$ cat src/rtl/cpu_pkg.sv
// Shared datapath types for the register-file write path.
// Default register count and bundle types live here.
package cpu_pkg;

  localparam int DATA_W     = 8;
  localparam int N_REGS_DEF = 4;
  localparam int AW_DEF     = $clog2(N_REGS_DEF);

  typedef logic [AW_DEF-1:0] reg_addr_t;
  typedef logic [DATA_W-1:0] reg_data_t;

  typedef struct packed {
    logic      valid;
    reg_addr_t addr;
    reg_data_t data;
  } wr_req_t;

endpackage

$ cat src/rtl/rr_arbiter.sv
// Generic N-way round-robin arbiter; owns the priority pointer.
// Reusable for any shared port (register file, memory bus).
module rr_arbiter #(
  parameter int  N  = 3,
  localparam int PW = (N > 1) ? $clog2(N) : 1
) (
  input  logic          clk,
  input  logic          reset,
  input  logic [N-1:0]  req,
  input  logic          en,
  output logic [N-1:0]  grant,
  output logic          gnt_vld,
  output logic [PW-1:0] gnt_idx
);

  logic [PW-1:0] ptr_q, ptr_d;
  logic [PW-1:0] idx;

  always_comb begin
    grant   = '0;
    gnt_vld = 1'b0;
    gnt_idx = '0;
    idx     = '0;
    for (int i = 0; i < N; i++) begin
      idx = PW'((int'(ptr_q) + i) % N);
      if (en && !gnt_vld && req[idx]) begin
        gnt_vld    = 1'b1;
        grant[idx] = 1'b1;
        gnt_idx    = idx;
      end
    end
    ptr_d = ptr_q;
    if (gnt_vld) begin
      ptr_d = (gnt_idx == PW'(N - 1)) ? '0
                                      : gnt_idx + PW'(1);
    end
  end

  always_ff @(posedge clk) begin
    if (reset) ptr_q <= '0;
    else       ptr_q <= ptr_d;
  end

endmodule

$ cat src/rtl/reg_write_arbiter.sv
// Round-robin share of the register-file write port with a 1-cycle issue stage.
// Define REG_ZERO_PROTECT_EN to make register 0 a read-only zero.
module reg_write_arbiter
  import cpu_pkg::*;
#(
  parameter int  N_REQ  = 3,
  parameter int  N_REGS = N_REGS_DEF,
  localparam int AW     = $clog2(N_REGS)
) (
  input  logic                clk,
  input  logic                reset,
  input  logic                stall,
  input  logic [N_REQ-1:0]    req_valid,
  input  logic [N_REQ*AW-1:0] req_addr,
  input  logic [N_REQ*8-1:0]  req_data,
  output logic [N_REQ-1:0]    req_grant,
  output logic [N_REGS-1:0]   reg_write,
  output logic [7:0]          reg_data,
  output logic [7:0]          contention_cnt
);

  localparam int PW = $clog2(N_REQ);

`ifdef REG_ZERO_PROTECT_EN
  localparam bit ZERO_PROT = 1'b1;
`else
  localparam bit ZERO_PROT = 1'b0;
`endif

  logic [AW-1:0]     addr_arr [N_REQ];
  reg_data_t         data_arr [N_REQ];

  for (genvar g = 0; g < N_REQ; g++) begin : g_unpack
    assign addr_arr[g] = req_addr[g*AW +: AW];
    assign data_arr[g] = req_data[g*DATA_W +: DATA_W];
  end

  logic          arb_en;
  logic          gnt_vld;
  logic [PW-1:0] gnt_idx;

  assign arb_en = !stall && !reset;

  rr_arbiter #(.N(N_REQ)) u_arb (
    .clk     (clk),
    .reset   (reset),
    .req     (req_valid),
    .en      (arb_en),
    .grant   (req_grant),
    .gnt_vld (gnt_vld),
    .gnt_idx (gnt_idx)
  );

  logic [AW-1:0]     sel_addr;
  reg_data_t         sel_data;
  logic              sel_zero;
  logic              multi;
  logic [N_REGS-1:0] reg_write_q, reg_write_d;
  reg_data_t         reg_data_q, reg_data_d;
  logic [7:0]        cnt_q, cnt_d;

  always_comb begin
    sel_addr    = addr_arr[gnt_idx];
    sel_data    = data_arr[gnt_idx];
    sel_zero    = ZERO_PROT && (sel_addr == '0);
    reg_write_d = '0;
    reg_data_d  = reg_data_q;
    // Out-of-range or protected targets are consumed without a write
    if (gnt_vld && !sel_zero) begin
      reg_data_d = sel_data;
      if (int'(sel_addr) < N_REGS) begin
        reg_write_d[sel_addr] = 1'b1;
      end
    end
    multi = $countones(req_valid) > 1;
    cnt_d = cnt_q;
    if (multi && arb_en && (cnt_q != 8'hFF)) begin
      cnt_d = cnt_q + 8'd1;
    end
  end

  always_ff @(posedge clk) begin
    if (reset) begin
      reg_write_q <= '0;
      reg_data_q  <= '0;
      cnt_q       <= '0;
    end else begin
      reg_write_q <= reg_write_d;
      reg_data_q  <= reg_data_d;
      cnt_q       <= cnt_d;
    end
  end

  assign reg_write      = reg_write_q;
  assign reg_data       = reg_data_q;
  assign contention_cnt = cnt_q;

endmodule

$ cat config.mk
export PLATFORM = sky130hd
export DESIGN_NAME = reg_write_arbiter
export DESIGN_NICKNAME = d
export VERILOG_FILES = /design/src/rtl/cpu_pkg.sv /design/src/rtl/rr_arbiter.sv /design/src/rtl/reg_write_arbiter.sv
export SDC_FILE = /design/constraint.sdc
export NUM_CORES = 1
export LEC_CHECK = 0
export ABC_AREA = 0
export CORE_ASPECT_RATIO = 1.4
export CORE_MARGIN = 1
export CORE_UTILIZATION = 30
export DETAILED_ROUTE_END_ITERATION = 7
export PLACE_DENSITY = 0.57
export SLEW_MARGIN = 20
export SYNTH_ARGS = -nofsm -noshare
export SYNTH_HDL_FRONTEND = slang
export SYNTH_SLANG_ARGS = --single-unit
export TNS_END_PERCENT = 1
$ cat constraint.sdc
create_clock -name clk -period 3.4 [get_ports clk]
set_clock_uncertainty 0.2 [all_clocks]
set_input_delay 0.68 -clock clk [delete_from_list [all_inputs] [get_ports clk]]
set_output_delay 0.68 -clock clk [all_outputs]
set_load 0.05 [all_outputs]
==> After elaboration in Yosys (flattened, before gate mapping) <==
Cells that the tools add are included.
{ "word_totals": {"register_bits": 22, "word_cells": 76} }
{ "classes": {"n_addsub": 6, "div": 3, "n_lt_le_gt_ge": 10, "eq_ne": 2, "mux": 30, "bitwise": 4, "reduce_logical": 17} }
{ "ops": {"columns": ["op", "n"], "rows": [
  ["32-bit by 3-bit modulo with 32-bit output, second input constant", 2],
  ["3-bit by 3-bit modulo with 32-bit output, second input constant", 1],
  ["8-bit binary-select mux with 2-bit select", 1],
  ["8-bit 2-to-1 mux", 2],
  ["1-bit logical AND", 12],
  ["2-bit by 3-bit < comparator with 1-bit output, second input constant", 4],
  ["2-bit 2-to-1 mux", 6],
  ["1-bit 2-to-1 mux", 10],
  ["3-bit 2-to-1 mux", 3],
  ["8-bit by 1-bit adder with 8-bit output, second input constant", 1],
  ["1-bit demux with 2-bit select", 4],
  ["2-bit by 1-bit greater-or-equal comparator with 1-bit output, second input constant", 4],
  ["8-bit inequality test, second input constant", 1],
  ["1-bit binary-select mux with 2-bit select", 3],
  ["3-bit OR", 2],
  ["2-bit binary-select mux with 2-bit select", 1],
  ["1-bit logical NOT", 4],
  ["2-bit by 1-bit adder with 3-bit output", 1],
  ["2-bit by 1-bit adder with 3-bit output, second input constant", 1],
  ["2-bit by 2-bit adder with 3-bit output, second input constant", 1],
  ["3-bit greater-or-equal comparator, second input constant", 1],
  ["3-bit by 1-bit greater-than comparator with 1-bit output, second input constant", 1],
  ["2-bit inverter with 3-bit output", 1],
  ["1-bit by 1-bit adder with 2-bit output", 1],
  ["other kinds (4)", 4]
]} }

==> Logic depth before layout (Yosys ltp) <==
{ "depth": {"ltp_word": 21, "depth_mapped": 11, "depth_no_buf": 8} }

==> Hierarchy <==
Synthesis repeated with hierarchy kept, for this count alone.
{ "hier_totals": {"hier_cells": 168, "area_unflattened_um2": 1436.4} }
{ "by_module_without_submodules": {"columns": ["mod", "n_inst", "cells_each", "area_per_inst_um2", "seq_area_each_um2"], "rows": [
  ["reg_write_arbiter", 1, 116, 1029.7, 400.4],
  ["rr_arbiter", 1, 52, 406.6, 40.0]
]} }

==> Worst setup path before layout <==
OpenSTA, ideal clock, no wires.
{ "synth_path": {"path_type": "register to output", "start": "reg u_arb.ptr_q[0]", "end": "out req_grant[2]", "arrival_ns": 2.199, "t_required_ns": 2.520, "slack_ns": 0.321, "stages_incl_launch_ff": 10, "n_path_buf": 1, "path_cell_list": "dfxtp_1 inv_1 ha_1 buf_2 mux2i_1 nor2_1 nor2_1 nor2_1 a32oi_1 a21oi_1"} }
{ "synth_between": {"elab_chain_cells": 13, "elab_cells_between_ends": 40, "cone_classes": "add/sub (2); div (3); order compare (6); mux (17); bitwise (2); reduce/logical (10)"} }
{ "synth_lines": {"columns": ["element", "line", "rtl"], "rows": [
  ["start, declared", "rr_arbiter.sv:16", "logic [PW-1:0] ptr_q, ptr_d;"],
  ["start signal, assigned", "rr_arbiter.sv:41", "else ptr_q <= ptr_d;"],
  ["parallel branches: the longest is 12 deep, another holds 32-bit by 3-bit modulo with 32-bit output", null, null],
  ["3-bit 2-to-1 mux *", "rr_arbiter.sv:26", "if (en && !gnt_vld && req[idx]) begin"],
  ["end, declared", "reg_write_arbiter.sv:16", "output logic [N_REQ-1:0] req_grant,"]
]} }
Every way passes the cells marked *. The select of a mux whose other input is x is not followed.

==> Final worst setup path <==
{ "layout_path": {"start": "in req_valid[0]", "end": "out req_grant[2]"} }
{ "layout_between": {"elab_chain_cells": 12, "elab_cells_between_ends": 20, "cone_classes": "mux (11); bitwise (2); reduce/logical (7)"} }
{ "layout_lines": {"columns": ["element", "line", "rtl"], "rows": [
  ["start, declared", "reg_write_arbiter.sv:13", "input logic [N_REQ-1:0] req_valid,"],
  ["1-bit binary-select mux with 2-bit select", "rr_arbiter.sv:26", null],
  ["1-bit 2-to-1 mux (not written as such)", "rr_arbiter.sv:26", null],
  ["1-bit logical AND", "rr_arbiter.sv:26", null],
  ["1-bit 2-to-1 mux", "rr_arbiter.sv:26", null],
  ["1-bit logical NOT", "rr_arbiter.sv:26", null],
  ["1-bit logical AND (2 in series)", "rr_arbiter.sv:26", null],
  ["1-bit 2-to-1 mux", "rr_arbiter.sv:26", null],
  ["1-bit logical NOT", "rr_arbiter.sv:26", null],
  ["1-bit logical AND (2 in series)", "rr_arbiter.sv:26", null],
  ["3-bit 2-to-1 mux *", "rr_arbiter.sv:26", null]
]} }
Mark *: on every way between the ends. The rest lies on a longest branch, timed or not. The select of a mux whose other input is x is not followed.

==> results.py <==
metrics = {
    "timing": {
        "fmax_ghz": 0.309,
        "slew_violations": 0,
        "period_share_pct": 95.3,
        "setup_ws_ns": 0.160,
        "timing.setup.tns_ns": 0,
        "period_needed_ns": 3.24,
        "rsz0062_at_grt": "no",
        "hold_viol": 0,
        "max_slew.worst_pin.slew_ns": 0.666,
        "max-slew-margin-rel_pct": 55.5,
        "setup_violations": 0,
    },
    "synth": {
        "synth-simple-area-share_pct": 23.9,
        "synth_xor_xnor_area_share_pct": 2.93,
        "synthMuxAreaShare_pct": 4.02,
        "async_flop_share_pct": 0,
        "syn-cell-area_mm2": 0.00150,
        "synth_top_family_by_area": "compound AO/OA/AOI/OAI gates",
        "synth_area_per_cell_um2": 8.13,
        "yosysWarningCount": 0,
        "synth-edff-count": 0,
        "syn-instance-count": 184,
        "synth_ff_type": "dfxtp_1",
        "syn_nets": 226,
        "synth_seq_cells": 22,
        "yosysUniqueCellTypes": 51,
        "ys_seq_area_share_pct": 29.5,
        "synth-compound-area-share_pct": 28.6,
        "synthAdderAreaFrac_pct": 5.02,
    },
    "critical_path": {
        "r2r_end": "reg_data[6]",
        "reg2reg_slack_ns": 0.62,
        "timing.rr.start": "u_arb.ptr_q[0]",
        "crit_type": "input port to output port",
        "cp-end-kind": "output port",
        "arrival_ns": 2.36,
        "cp-start-kind": "input port",
        "worst_r2r_path_depth": 8,
        "crit_fanout": 8,
        "cp.required_ns": 2.52,
    },
    "worst_hold_path": {
        "hold_start": "reg_data[2]",
        "hold_class": "register to register",
        "whs_endpoint": "reg_data[2]",
        "min_path_cells": 2,
    },
    "job": {
        "drv_cap": 0,
    },
    "clocking": {
        "cts_tree": "built",
        "htree_num_levels": 1,
        "clk_latency_ns": 0.25,
        "cts_buffer_depth": 2,
        "clockRootBuffer": "clkbuf_8",
        "clock-sinks": 22,
        "cts_made_buffers": 3,
        "path_clk_slew_ns": 0.08,
    },
    "die": {
        "ios": 59,
        "start_util_pct": 31.1,
        "die_y_um": 85.5,
        "core_mm2": 0.00480,
        "die_area_mm2": 0.00527,
        "rows": 30,
        "die_w_um": 61.7,
    },
    "place": {
        "hpwl_um": 3220,
        "gp_congestion": 0.785,
        "place_ws_ns": 0.159,
        "placedCellCount": 303,
        "io_buffers": 58,
    },
    "global_routing": {
        "gr-usage-all-layers_pct": 17.5,
        "grt_pass1_vias": 1543,
        "grt_pass1_wl_um": 7170,
        "antenna_found_initial": 0,
        "grt_start_max_net_pins": 16,
        "globalRouteOverflowTotal": 0,
    },
    "power_and_ir_drop": {
        "clockPowerShare_pct": 17.0,
        "seqPwrFrac_pct": 32.0,
        "p_leak_nw": 0.817,
        "swShare_pct": 39.8,
        "power_frac_comb_pct": 51.0,
        "power.switching_mw": 0.366,
        "internal_power_mw": 0.554,
        "irDropWorstVdd_mv": 0.226,
        "power_density_mw_per_mm2": 415,
    },
    "status": {
        "status": "complete, no violations",
    },
    "detailed_routing": {
        "wl_per_cell_um": 13.7,
        "vias_per_cell": 5.11,
        "drtAntennaViolNets": 0,
        "drc": 0,
        "first_pass_iters": 4,
        "num_vias": 1565,
        "dr.first_iter.drc_count": 65,
        "wl_um": 4210,
    },
    "final_layout": {
        "stdcell_count": 306,
        "drive_gt1_share_pct": 10.3,
        "synthToLayoutAreaGrowth_pct": 48.4,
        "fin_util_pct": 46.2,
        "nNetsFinal": 286,
        "num_antenna_cells": 0,
    },
}
==> layout by cell type, fill, tap and decap left out, types with 5 or more instances in the layout <==
| master | Yosys | final |
|---|---|---|
| a211oi_1 | 6 | 6 |
| a21oi_1 | 11 | 11 |
| a221oi_1 | 5 | 5 |
| a22oi_1 | 5 | 5 |
| buf_4 | 0 | 8 |
| clkdlybuf4s50_1 | 0 | 55 |
| dfxtp_1 | 22 | 22 |
| ha_1 | 6 | 5 |
| inv_1 | 5 | 5 |
| mux2i_1 | 6 | 6 |
| nand2_1 | 21 | 21 |
| nand4_1 | 5 | 5 |
| nor2_1 | 21 | 21 |
| o21ai_0 | 7 | 7 |
==> critical path: stages <==
cell,delay (ns)
clkdlybuf4s50_1,0.49
mux2i_1,0.25
o21ai_2,0.16
nor2_1,0.20
a32oi_1,0.12
a21oi_1,0.28
buf_12,0.18
==> through the flow <==
step           power (mW)  instance area, um2  hold WS (ns)
2_1_floorplan       0.621                1500         0.270
3_3_place_gp        0.765                2170         0.290
3_5_place_dp        0.765                2170         0.300
4_1_cts             0.928                2220         0.310
5_1_grt             0.987                2220         0.337
6_report            0.920                2220         0.308
==> registers in the layout (all words and copies together) (netlist names) <==
signal          flops
contention_cnt      8
reg_write           4
reg_data            8
u_arb.ptr_q         2
==> worst max path at each step <==
stage / depth (start not counted) / start / slack [ns] / to
2_1_floorplan: 9 / u_arb.ptr_q[0] / 0.32 / req_grant[2]
3_3_place_gp: 7 / req_valid[0] / 0.21 / req_grant[2]
3_5_place_dp: 7 / req_valid[0] / 0.16 / req_grant[2]
4_1_cts: 7 / u_arb.ptr_q[0] / 0.14 / req_grant[2]
5_1_grt: 7 / req_valid[0] / 0.04 / req_grant[2]
6_report: 7 / req_valid[0] / 0.16 / req_grant[2]
==> Yosys cell counts (3+ instances only) <==
master / count / share of area [%]
dfxtp_1: 22 / 29
xor2_1: 4 / 2.3
buf_6: 3 / 2.3
nand2_1: 21 / 5.3
ha_1: 6 / 5.0
buf_2: 4 / 1.3
a21oi_1: 11 / 3.7
nor2_1: 21 / 5.3
a211oi_1: 6 / 3.0
nand4_1: 5 / 2.1
o21ai_0: 7 / 2.3
a221oi_1: 5 / 2.9
nor2b_1: 3 / 1.3
nand3_1: 4 / 1.3
inv_1: 5 / 1.3
a22oi_1: 5 / 2.5
mux2i_1: 6 / 4.0
==> routing by layer <==
metal,global-route usage (%),part of all wire [%],up-vias
met5,0,0,-
met4,6.67,1.3,0
met3,2.11,2.6,4
met2,29.0,52,30
met1,22.6,44,733
li1,-,-,798
==> power by group through the flow <==
stage          Combinational (mW)  Clock [mW]  Sequential [mW]
2_1_floorplan               0.257           0            0.364
3_3_place_gp                0.464           0            0.300
3_5_place_dp                0.466           0            0.300
4_1_cts                     0.468       0.165            0.295
5_1_grt                     0.512       0.178            0.298
6_report                    0.469       0.156            0.294
==> cells by family after synthesis <==
group | count (synthesis)
AND/OR/NAND/NOR | 72
XOR/XNOR | 5
flip-flops | 22
AO/OA/AOI/OAI | 57
multiplexers | 6
buffers and inverters | 16
adder cells (fa/ha/maj) | 6
==> what timing repair did <==
item / in CTS / in global routing
setup buffers: 0 / 0
endpoints found under the setup margin: 0 / 1
hold buffers: 0 / 0
resized for setup: 0 / 1
==> layout make-up <==
type | count | area (um2)
Inverter | 5 | 18.8
Fill cell | 501 | 2590
Clock buffer | 3 | 41.3
Multi-Input combinational cell | 146 | 967
Sequential cell | 22 | 440
Tap cell | 64 | 80.1
Timing Repair Buffer | 66 | 671
Note: power is estimated with default switching activity, not from simulation.
